### config.mk
export PLATFORM = sky130hd
export DESIGN_NAME = shift_ctrl_flat
export DESIGN_NICKNAME = d
export VERILOG_FILES = /design/src/rtl/shift_ctrl_if.sv /design/src/rtl/shift_ctrl.sv /design/src/flat_wrapper.sv
export SDC_FILE = /design/constraint.sdc
export NUM_CORES = 1
export LEC_CHECK = 0
export ABC_AREA = 1
export CAP_MARGIN = 20
export CORE_MARGIN = 2
export CORE_UTILIZATION = 54
export DETAILED_ROUTE_END_ITERATION = 8
export HOLD_SLACK_MARGIN = 0.03
export PLACE_DENSITY = 0.82
export SLEW_MARGIN = 25
export SYNTH_ARGS = -nofsm -noshare
export SYNTH_HDL_FRONTEND = slang
export SYNTH_SLANG_ARGS = --single-unit
### constraint.sdc
create_clock -name i_clk -period 3.5 [get_ports i_clk]
set_clock_uncertainty 0.15 [all_clocks]
set_input_delay 1.05 -clock i_clk [delete_from_list [all_inputs] [get_ports i_clk]]
set_output_delay 1.05 -clock i_clk [all_outputs]
set_load 0.005 [all_outputs]
### src/rtl/shift_ctrl_if.sv
// shift_ctrl_if: handshake and serial bus between a parallel producer/consumer
// and the shift_ctrl frame sequencer.
//   start : request to send a frame (producer -> sequencer)
//   din   : parallel word to serialize (producer -> sequencer)
//   si    : serial return bit from the shift chain (chain -> sequencer)
//   so    : serial data to the shift chain (sequencer -> chain)
//   sen   : shift enable to the chain
//   busy  : frame in progress (SHIFT or DONE)
//   done  : one-cycle completion pulse
//   dout  : captured word, held until the next completion
// Modports: master = producer/consumer side, slave = sequencer side.
interface shift_ctrl_if #(
  parameter int WIDTH = 6
);
  logic             start;
  logic [WIDTH-1:0] din;
  logic             si;
  logic             so;
  logic             sen;
  logic             busy;
  logic             done;
  logic [WIDTH-1:0] dout;

  modport master (
    output start, din, si,
    input  so, sen, busy, done, dout
  );

  modport slave (
    input  start, din, si,
    output so, sen, busy, done, dout
  );
endinterface

### src/rtl/shift_ctrl.sv
// shift_ctrl: frame sequencer for the serial shift chain. A parallel word taken
// on start is driven bit-serially on so with sen high for exactly WIDTH clocks,
// while WIDTH returned bits on si are captured into dout; done then pulses once.
// Ports:
//   i_clk : system clock, all state updates on posedge
//   i_rst : asynchronous active-high reset
//   bus   : shift_ctrl_if.slave (start, din, si in; so, sen, busy, done, dout out)
// Parameters: WIDTH (2..32) frame length, IDLE_FILL level on so when not shifting.
// Build option: define LSB_FIRST_EN to send/receive din[0] first instead of MSB first.
//
// state   | meaning
// --------+-----------------------------------------------
// S_IDLE  | waiting for start, so = IDLE_FILL
// S_SHIFT | driving tx out on so, sampling si into rx
// S_DONE  | one-cycle done pulse, dout holds the new word
module shift_ctrl #(
  parameter int   WIDTH     = 6,
  parameter logic IDLE_FILL = 1'b0
) (
  input logic         i_clk,
  input logic         i_rst,
  shift_ctrl_if.slave bus
);
  localparam int CW = $clog2(WIDTH);

  typedef enum logic [1:0] {
    S_IDLE  = 2'd0,
    S_SHIFT = 2'd1,
    S_DONE  = 2'd2
  } state_t;

  state_t           r_state;
  state_t           w_next;
  logic [WIDTH-1:0] r_tx;
  logic [WIDTH-1:0] r_rx;
  logic [WIDTH-1:0] r_dout;
  logic [CW-1:0]    r_cnt;

  logic             w_last;
  logic             w_tx_bit;
  logic [WIDTH-1:0] w_tx_shift;
  logic [WIDTH-1:0] w_rx_shift;
  logic             w_so;
  logic             w_sen;
  logic             w_busy;
  logic             w_done;

  assign w_last = (r_cnt == CW'(WIDTH - 1));

`ifdef LSB_FIRST_EN
  assign w_tx_bit   = r_tx[0];
  assign w_tx_shift = {1'b0, r_tx[WIDTH-1:1]};
  assign w_rx_shift = {bus.si, r_rx[WIDTH-1:1]};
`else
  assign w_tx_bit   = r_tx[WIDTH-1];
  assign w_tx_shift = {r_tx[WIDTH-2:0], 1'b0};
  assign w_rx_shift = {r_rx[WIDTH-2:0], bus.si};
`endif

  always_ff @(posedge i_clk or posedge i_rst) begin
    if (i_rst) r_state <= S_IDLE;
    else       r_state <= w_next;
  end

  // si only reaches the datapath below, so an unknown return bit can never
  // disturb the state sequence.
  always_comb begin
    w_next = r_state;
    w_so   = IDLE_FILL;
    w_sen  = 1'b0;
    w_busy = 1'b0;
    w_done = 1'b0;
    case (r_state)
      S_IDLE: begin
        if (bus.start) w_next = S_SHIFT;
      end
      S_SHIFT: begin
        w_so   = w_tx_bit;
        w_sen  = 1'b1;
        w_busy = 1'b1;
        if (w_last) w_next = S_DONE;
      end
      S_DONE: begin
        w_done = 1'b1;
        w_busy = 1'b1;
        w_next = S_IDLE;
      end
      default: w_next = S_IDLE;
    endcase
  end

  always_ff @(posedge i_clk or posedge i_rst) begin
    if (i_rst) begin
      r_tx   <= '0;
      r_rx   <= '0;
      r_cnt  <= '0;
      r_dout <= '0;
    end else begin
      case (r_state)
        S_IDLE: begin
          if (bus.start) begin
            r_tx  <= bus.din;
            r_cnt <= '0;
          end
        end
        S_SHIFT: begin
          r_tx <= w_tx_shift;
          r_rx <= w_rx_shift;
          if (w_last) begin
            // final bit goes straight into dout in the same edge
            r_dout <= w_rx_shift;
            r_cnt  <= '0;
          end else begin
            r_cnt <= r_cnt + CW'(1);
          end
        end
        default: ;
      endcase
    end
  end

  assign bus.so   = w_so;
  assign bus.sen  = w_sen;
  assign bus.busy = w_busy;
  assign bus.done = w_done;
  assign bus.dout = r_dout;
endmodule
### src/flat_wrapper.sv
// flat-port wrapper written by rule: the top's interface ports become plain ports
module shift_ctrl_flat 
#(
  parameter int   WIDTH     = 6,
  parameter logic IDLE_FILL = 1'b0
)
  (i_clk, i_rst, bus_start, bus_din, bus_si, bus_so, bus_sen, bus_busy, bus_done, bus_dout);
  shift_ctrl_if #(.WIDTH(WIDTH)) bus_i ();
  input logic i_clk;
  input logic i_rst;
  input wire logic [$bits(bus_i.start)-1:0] bus_start;
  input wire logic [$bits(bus_i.din)-1:0] bus_din;
  input wire logic [$bits(bus_i.si)-1:0] bus_si;
  output wire logic [$bits(bus_i.so)-1:0] bus_so;
  output wire logic [$bits(bus_i.sen)-1:0] bus_sen;
  output wire logic [$bits(bus_i.busy)-1:0] bus_busy;
  output wire logic [$bits(bus_i.done)-1:0] bus_done;
  output wire logic [$bits(bus_i.dout)-1:0] bus_dout;
  assign bus_i.start = bus_start;
  assign bus_i.din = bus_din;
  assign bus_i.si = bus_si;
  assign bus_so = bus_i.so;
  assign bus_sen = bus_i.sen;
  assign bus_busy = bus_i.busy;
  assign bus_done = bus_i.done;
  assign bus_dout = bus_i.dout;
  shift_ctrl #(.WIDTH(WIDTH), .IDLE_FILL(IDLE_FILL)) u_core (.i_clk(i_clk), .i_rst(i_rst), .bus(bus_i));
endmodule
==> summary.txt, run 1 <==
Run status
  • Status: completed

CTS
  • Clock-pin slew on the worst setup and hold paths: 0.12 ns
  • Setup Buffers After CTS: 0
  • Inserted Clock Buffers: 3
  • Post-CTS Hold Buffers: 0
  • Number of clock sinks: 22
  • CTS Root Cell: clkbuf_4
  • CTS tree: done
  • PostCTS Resize Cnt: 0
  • Max Root-Sink Buffers: 2
  • H-tree depth: 1
  • Skew-Pair Late Insertion Delay: 0.31 ns

Pwr
  • Clock Power Share: 0.155
  • Int Power: 563.8 uW
  • Sw frac: 0.3892
  • Static Leak: 0.6494 nW
  • Max IR drop VDD: 472.6 uV
  • Pwr dens: 716.2 nW/um^2
  • Reg power frac: 0.432
  • Combinational power share: 0.413
  • Switch Pwr: roughly 360 uW

Synthesis
  • Flops & latches, synth: 22
  • Yosys Warn Count: 0
  • Post-Syn Area: 1060 sq um
  • Post-synthesis compound-gate area fraction: 0.08973
  • Avg Inst Size Synth: 8.547 sq um
  • Count of cell types in the netlist: 18
  • Adder-cell area share of the yosys netlist: 0.03542
  • Synth Instances: 124
  • Top area cells in the synthesized netlist: dfrtp_1, nand2_1, o21ai_0
  • Synth Area in XOR/XNOR: 0
  • Fraction of registers with async set/reset: 1.000
  • Sequential share of the synthesized area: 0.5195
  • Share of the synthesized area in the top cell type: 0.5195
  • EDFF count, synth: 0
  • Post-synthesis mux area share: 0
  • Syn_nets: 137
  • Largest family of logic cells by synthesized area: simple AND/OR/NAND/NOR gates
  • Cell taking the most area after synthesis: dfrtp_1
  • Primary FF master, synth: dfrtp_1
  • Simple-Gate Fraction of Synth Area: 0.2704

Floorplanning
  • Row count: 16
  • Die span in y: between 40 and 50 um
  • # IOs: 20
  • Core Region: 1902 sq um
  • Die X: 48.30 um
  • Die area: approximately 2300 sq um
  • Initial Utilization: 0.5572

GRT
  • Total global-route track usage: 0.1952
  • Vias in the first global route: 833
  • Congestion Overflow GR: 0
  • Pin count of the biggest net entering global routing: 23
  • Grt met2 use: 0.3542
  • Initial antenna violation count: 0
  • Met3 usage: 0.04012
  • First-pass GRT wire length: 3532 um
  • Met1 usage: 0.2277
  • Top Usage Layer GRT: met2

Worst setup path
  • CP Data Required Time: 2.30 ns
  • Startpoint Class: flip-flop
  • Worst setup path start: u_core.r_state[1]
  • Critical Path Sink Type: primary output
  • Cell at the slowest stage of the critical path: clkdlybuf4s50_1
  • CP Class: reg2out
  • CP arrival: 1.62 ns
  • Delay-heaviest family, CP: buffers and inverters
  • Crit-path max cell delay: 0.48 ns
  • Crit-path cells: inv_1, ha_1, nand2_1, inv_1, clkdlybuf4s50_1
  • Crit path top cell by count: inv_1
  • Crit Path Max Fanout: 3
  • Buf/Inv on CP: 3
  • FF-to-FF Start: u_core.r_state[1]

Timing
  • Setup tns final: 0 ns
  • Final Cycle Share: 0.8059
  • Slew margin rel.: 0.4534
  • RSZ-0062 raised after global routing: no
  • Endpoints failing setup: 0
  • Max Fclk: 0.3545 GHz
  • Tightest Pin Transition: 0.8190 ns
  • Tmin final: 2.821 ns
  • Max-slew violation count: 0
  • Final Hold Fails: 0

Final layout
  • Syn-to-layout area delta: 21.61%
  • Commonest non-fill, non-tap cell in the layout: nand2_1
  • Antenna Cells: 0
  • Share of cells above drive strength 1: 0.06944
  • Layout Nets: between 150 and 200
  • Final Cell Area: 1289 sq um
  • Final cell count without fillers: 171
  • Post-Route Utilization: 0.6776
  • Most frequent cells in the layout: nand2_1, dfrtp_1, clkdlybuf4s50_1, inv_1, o21ai_0

Hold path
  • Hold Crit Class: reg2reg
  • HP Start: u_core.r_rx[3]

Route
  • Drt drc: 0
  • Pre-Repair DR Iteration Count: 4
  • Initial drt markers: 8
  • Drt via density: ~5
  • Detail Route Antenna Nets: 0
  • DRT Wirelength: between 1500 and 2000 um
  • Mean routed wirelength per cell: around 12 um
  • Via count: 854

Placement
  • Detailed placement HPWL: around 1500 um
  • Placed Instance Area: approximately 1300 sq um
  • # port buffers: 19
  • GPL Wtd Cong: 0.7715
  • Placed Cells: 167

Flow run
  • Max-Cap Viols: 0
final timing paths:
path                                       to  slack [ns]  depth (start not counted)
min in group asynchronous  u_core.bus.dout[1]        1.03                          2
hold / removal             u_core.bus.dout[4]        0.35                          2
hold reg to reg            u_core.bus.dout[4]        0.35                          2
max in group asynchronous      u_core.r_tx[2]        1.67                          2
setup / recovery                       bus_so        0.68                          5
setup reg to reg              u_core.r_cnt[1]        1.81                          8
synthesized netlist by cell type, types with 2 or more instances:
cell type / n
dfrtp_1: 22
o211ai_1: 4
inv_1: 12
ha_1: 3
buf_6: 3
o21ai_0: 11
nand3_1: 3
o21ai_1: 2
nand2_1: 54
or2_1: 2
registers in the layout, summed over array words and instances (netlist names):
register         flops
u_core.r_tx          6
u_core.r_state       2
u_core.bus.dout      6
u_core.r_cnt         3
u_core.r_rx          5
worst min-delay path: stages (launching register included):
cell and delay [ns]:
dfrtp_1 0.37, nand2_1 0.05, nand2_1 0.05
area by class of cell:
class                           count  area (sq um)
Fill cell                         150         613.1
Timing Repair Buffer               20         197.7
Inverter                           13         51.30
Multi-Input combinational cell     85         419.2
Clock buffer                        4         36.28
Tap cell                           27         33.78
Sequential cell                    22         550.5
cell families (layout without fill, tap and decap cells):
| kind of cell | after synthesis | count (layout) |
|---|---|---|
| and+or+nand+nor | 65 | 65 |
| DFF | 22 | 22 |
| AOI/OAI and AO/OA | 17 | 17 |
| buffers and inverters | 17 | 37 |
| adders and majority gates | 3 | 3 |
power groups by stage:
stage / combinational [mW] / sequential, mW / clock (mW)
global route: 0.438 / 0.409 / 0.156
global placement: 0.369 / 0.400 / 0
detailed placement: 0.388 / 0.402 / 0
CTS: 0.388 / 0.398 / 0.145
floorplan: 0.291 / 0.393 / 0
finish: 0.382 / 0.399 / 0.143
stage by stage:
step,power [mW],hold slack (ns),setup WS [ns]
final,0.9230,0.3477,0.6794
after global routing,1.003,0.3678,0.5595
after CTS,0.9310,0.3456,0.6634
after detailed placement,0.7895,0.3166,1.028
after global placement,0.7689,0.3119,1.059
after floorplan,0.6840,0.2990,1.255
routing by layer:
metal | up-vias | routed length (um)
met3 | 5 | 66
met5 | - | 0
met4 | 0 | 34
li1 | 427 | -
met1 | 407 | 835
met2 | 15 | 1037
No activity file was read; power rests on OpenSTA's default activity.
==> inputs of run 2 (changes only) <==
- CORE_UTILIZATION: 54 -> 45
- PLACE_DENSITY: 0.82 -> 0.73
- clock period: 3.5 -> 2.37 ns (I/O delays scaled with it)
==> summary.txt, run 2 (same netlist as run 1, synthesis figures left out) <==
Timing
  • Tmin final: 2.218 ns
  • Final Hold Fails: 0 (unchanged)
  • Max Fclk: 0.4509 GHz
  • RSZ-0062 raised after global routing: no (unchanged)
  • Tightest Pin Transition: 0.2675 ns (was 0.8190 ns)
  • Slew margin rel.: 0.8216 (was 0.4534)
  • Worst hold slack: 0.3430 ns (was 0.3477 ns)
  • Worst setup margin: 0.1520 ns (was 0.6794 ns)
  • Final Cycle Share: 0.9359
  • Setup tns final: 0 ns (unchanged)
  • Endpoints failing setup: 0 (unchanged)
  • Max-slew violation count: 0 (unchanged)

Placement
  • Placed Instance Area: 1261 sq um (was 1252 sq um)
  • GPL Wtd Cong: 0.7590 (was 0.7715)
  • Detailed placement HPWL: 1363 um (was 1462 um)
  • # port buffers: 19 (unchanged)
  • Placed Cells: 169 (was 167)
  • Pre-CTS setup slack: 0.2259 ns (was 1.028 ns)

Run status
  • Status: completed (unchanged)

Final layout
  • Final Cell Area: 1344 sq um (was 1289 sq um)
  • Commonest non-fill, non-tap cell in the layout: nand2_1 (unchanged)
  • Most frequent cells in the layout: nand2_1, dfrtp_1, clkdlybuf4s50_1, inv_1, o21ai_0 (unchanged)
  • Share of cells above drive strength 1: 0.1020 (was 0.06944)
  • Post-Route Utilization: 0.6075 (was 0.6776)
  • Layout Nets: 161 (was 158)
  • Syn-to-layout area delta: 26.80% (was 21.61%)
  • Antenna Cells: 0 (unchanged)
  • Final cell count without fillers: 175 (was 171)

CTS
  • Clock-pin slew on the worst setup and hold paths: 0.12 ns (about the same)
  • CTS Root Cell: clkbuf_4 (unchanged)
  • Max Root-Sink Buffers: 2 (unchanged)
  • CTS tree: done (unchanged)
  • Skew-Pair Late Insertion Delay: 0.31 ns (about the same)
  • Number of clock sinks: 22 (unchanged)
  • Inserted Clock Buffers: 3 (unchanged)
  • H-tree depth: 1 (unchanged)

Pwr
  • Tot Pwr: 1.449 mW (was 923.0 uW)
  • Pwr dens: 1078 nW/um^2 (was 716.2 nW/um^2)
  • Reg power frac: 0.407 (was 0.432)
  • Clock Power Share: 0.196 (was 0.155)
  • Static Leak: 0.7096 nW (was 0.6494 nW)
  • Combinational power share: 0.397 (was 0.413)
  • Switch Pwr: 533.3 uW (was 359.2 uW)
  • Sw frac: 0.3680 (was 0.3892)
  • Int Power: 915.9 uW (was 563.8 uW)
  • Max IR drop VDD: 563.4 uV (was 472.6 uV)

Hold path
  • Hold Crit Depth: 2 (unchanged)
  • Min-Delay Endpoint: u_core.r_tx[3] (was u_core.bus.dout[4])
  • Hold Crit Class: reg2reg (unchanged)
  • HP Start: u_core.r_tx[3] (was u_core.r_rx[3])

Floorplanning
  • Die span in y: 52.53 um (was 48.30 um)
  • Die area: 2759 sq um (was 2333 sq um)
  • Die X: 52.53 um (was 48.30 um)
  • # IOs: 20 (unchanged)
  • Core Region: 2212 sq um (was 1902 sq um)
  • Row count: 17 (was 16)
  • Initial Utilization: 0.4791 (was 0.5572)

Worst setup path
  • FF-to-FF Start: u_core.r_state[0] (was u_core.r_state[1])
  • Startpoint Class: flip-flop (unchanged)
  • Worst r2r path cells: 8 (unchanged)
  • CP arrival: 1.36 ns (was 1.62 ns)
  • CP Data Required Time: 1.51 ns (was 2.30 ns)
  • R2r setup slk: 0.73 ns (was 1.81 ns)
  • CP Class: reg2out (unchanged)
  • Crit Path Max Fanout: 3 (unchanged)
  • Reg-to-Reg End: u_core.r_cnt[1] (unchanged)
  • Critical Path Sink Type: primary output (unchanged)

Route
  • Pre-Repair DR Iteration Count: 4 (unchanged)
  • Drt drc: 0 (unchanged)
  • Via count: 856 (was 854)
  • Drt via density: 4.891 (was 4.994)
  • Initial drt markers: 13 (was 8)
  • Detail Route Antenna Nets: 0 (unchanged)
  • DRT Wirelength: 2006 um (was 1973 um)
  • Mean routed wirelength per cell: 11.46 um (was 11.54 um)

Flow run
  • Max-Cap Viols: 0 (unchanged)

GRT
  • Vias in the first global route: 831 (was 833)
  • Congestion Overflow GR: 0 (unchanged)
  • Total global-route track usage: 0.1794 (was 0.1952)
  • First-pass GRT wire length: 3560 um (was 3532 um)
  • Pin count of the biggest net entering global routing: 23 (unchanged)
  • Initial antenna violation count: 0 (unchanged)
[run 2: changes by cell type in the layout (fill, tap and decap cells not counted), sizes merged]
cell and delta:
buf +3, bufinv +1, clkbuf -1, clkdlybuf4s50 -4, dlygate4sd2 +2, dlymetal6s2s +2
[run 2: cell type report]
cell class                 count  area, sq um
fill                         203        868.3
sequential                    22        550.5
multi-input combinational     85        431.7
timing repair buffer          23        222.7
inverter                      13        51.30
tap                           28        35.03
clock inverter                 1        30.03
clock buffer                   3        22.52
[run 2: per-layer routing]
layer / track usage / share of wire / routed length, um / vias to the layer above
met5: 0 / 0 / 0 / -
met4: 0.06838 / 0.021 / 42 / 0
met3: 0.03429 / 0.028 / 56 / 5
met2: 0.3167 / 0.48 / 972 / 16
met1: 0.2138 / 0.47 / 935 / 397
li1: - / - / - / 438
[run 2: power groups by stage]
stage | clock network, mW | registers (mW) | logic [mW]
2_1_floorplan | 0 | 0.581 | 0.429
5_1_grt | 0.306 | 0.612 | 0.665
3_5_place_dp | 0 | 0.595 | 0.569
6_report | 0.284 | 0.590 | 0.575
4_1_cts | 0.287 | 0.589 | 0.587
3_3_place_gp | 0 | 0.590 | 0.555
[run 2: worst max-delay path, cell delays in order, from the launching register on]
cell and delay, ns:
dfrtp_1 0.41, buf_4 0.15, ha_4 0.16, nand2_1 0.05, inv_1 0.03, dlygate4sd2_1 0.25
[run 2: worst max-delay path by stage]
stage / startpoint / end / slack [ns] / depth (start not counted)
finish: u_core.r_state[0] / bus_so / 0.15 / 5
global route: u_core.r_state[0] / bus_so / 0.07 / 5
detailed placement: u_core.r_state[1] / bus_so / 0.23 / 5
global placement: u_core.r_state[1] / bus_so / 0.26 / 5
CTS: u_core.r_state[0] / bus_sen / 0.03 / 3
floorplan: u_core.r_state[1] / bus_so / 0.46 / 6
[run 2: what timing repair did]
action / in CTS / in global routing
resized for setup: 5 / 2
setup endpoints to repair: 3 / 2
setup buffers: 2 / 0
hold buffers: 0 / 0
==> inputs of run 3 (changes only) <==
- CAP_MARGIN: 20 -> not set
==> results of run 3 <==
Same layout as run 2: the final DEF is identical, and so are final timing and power.
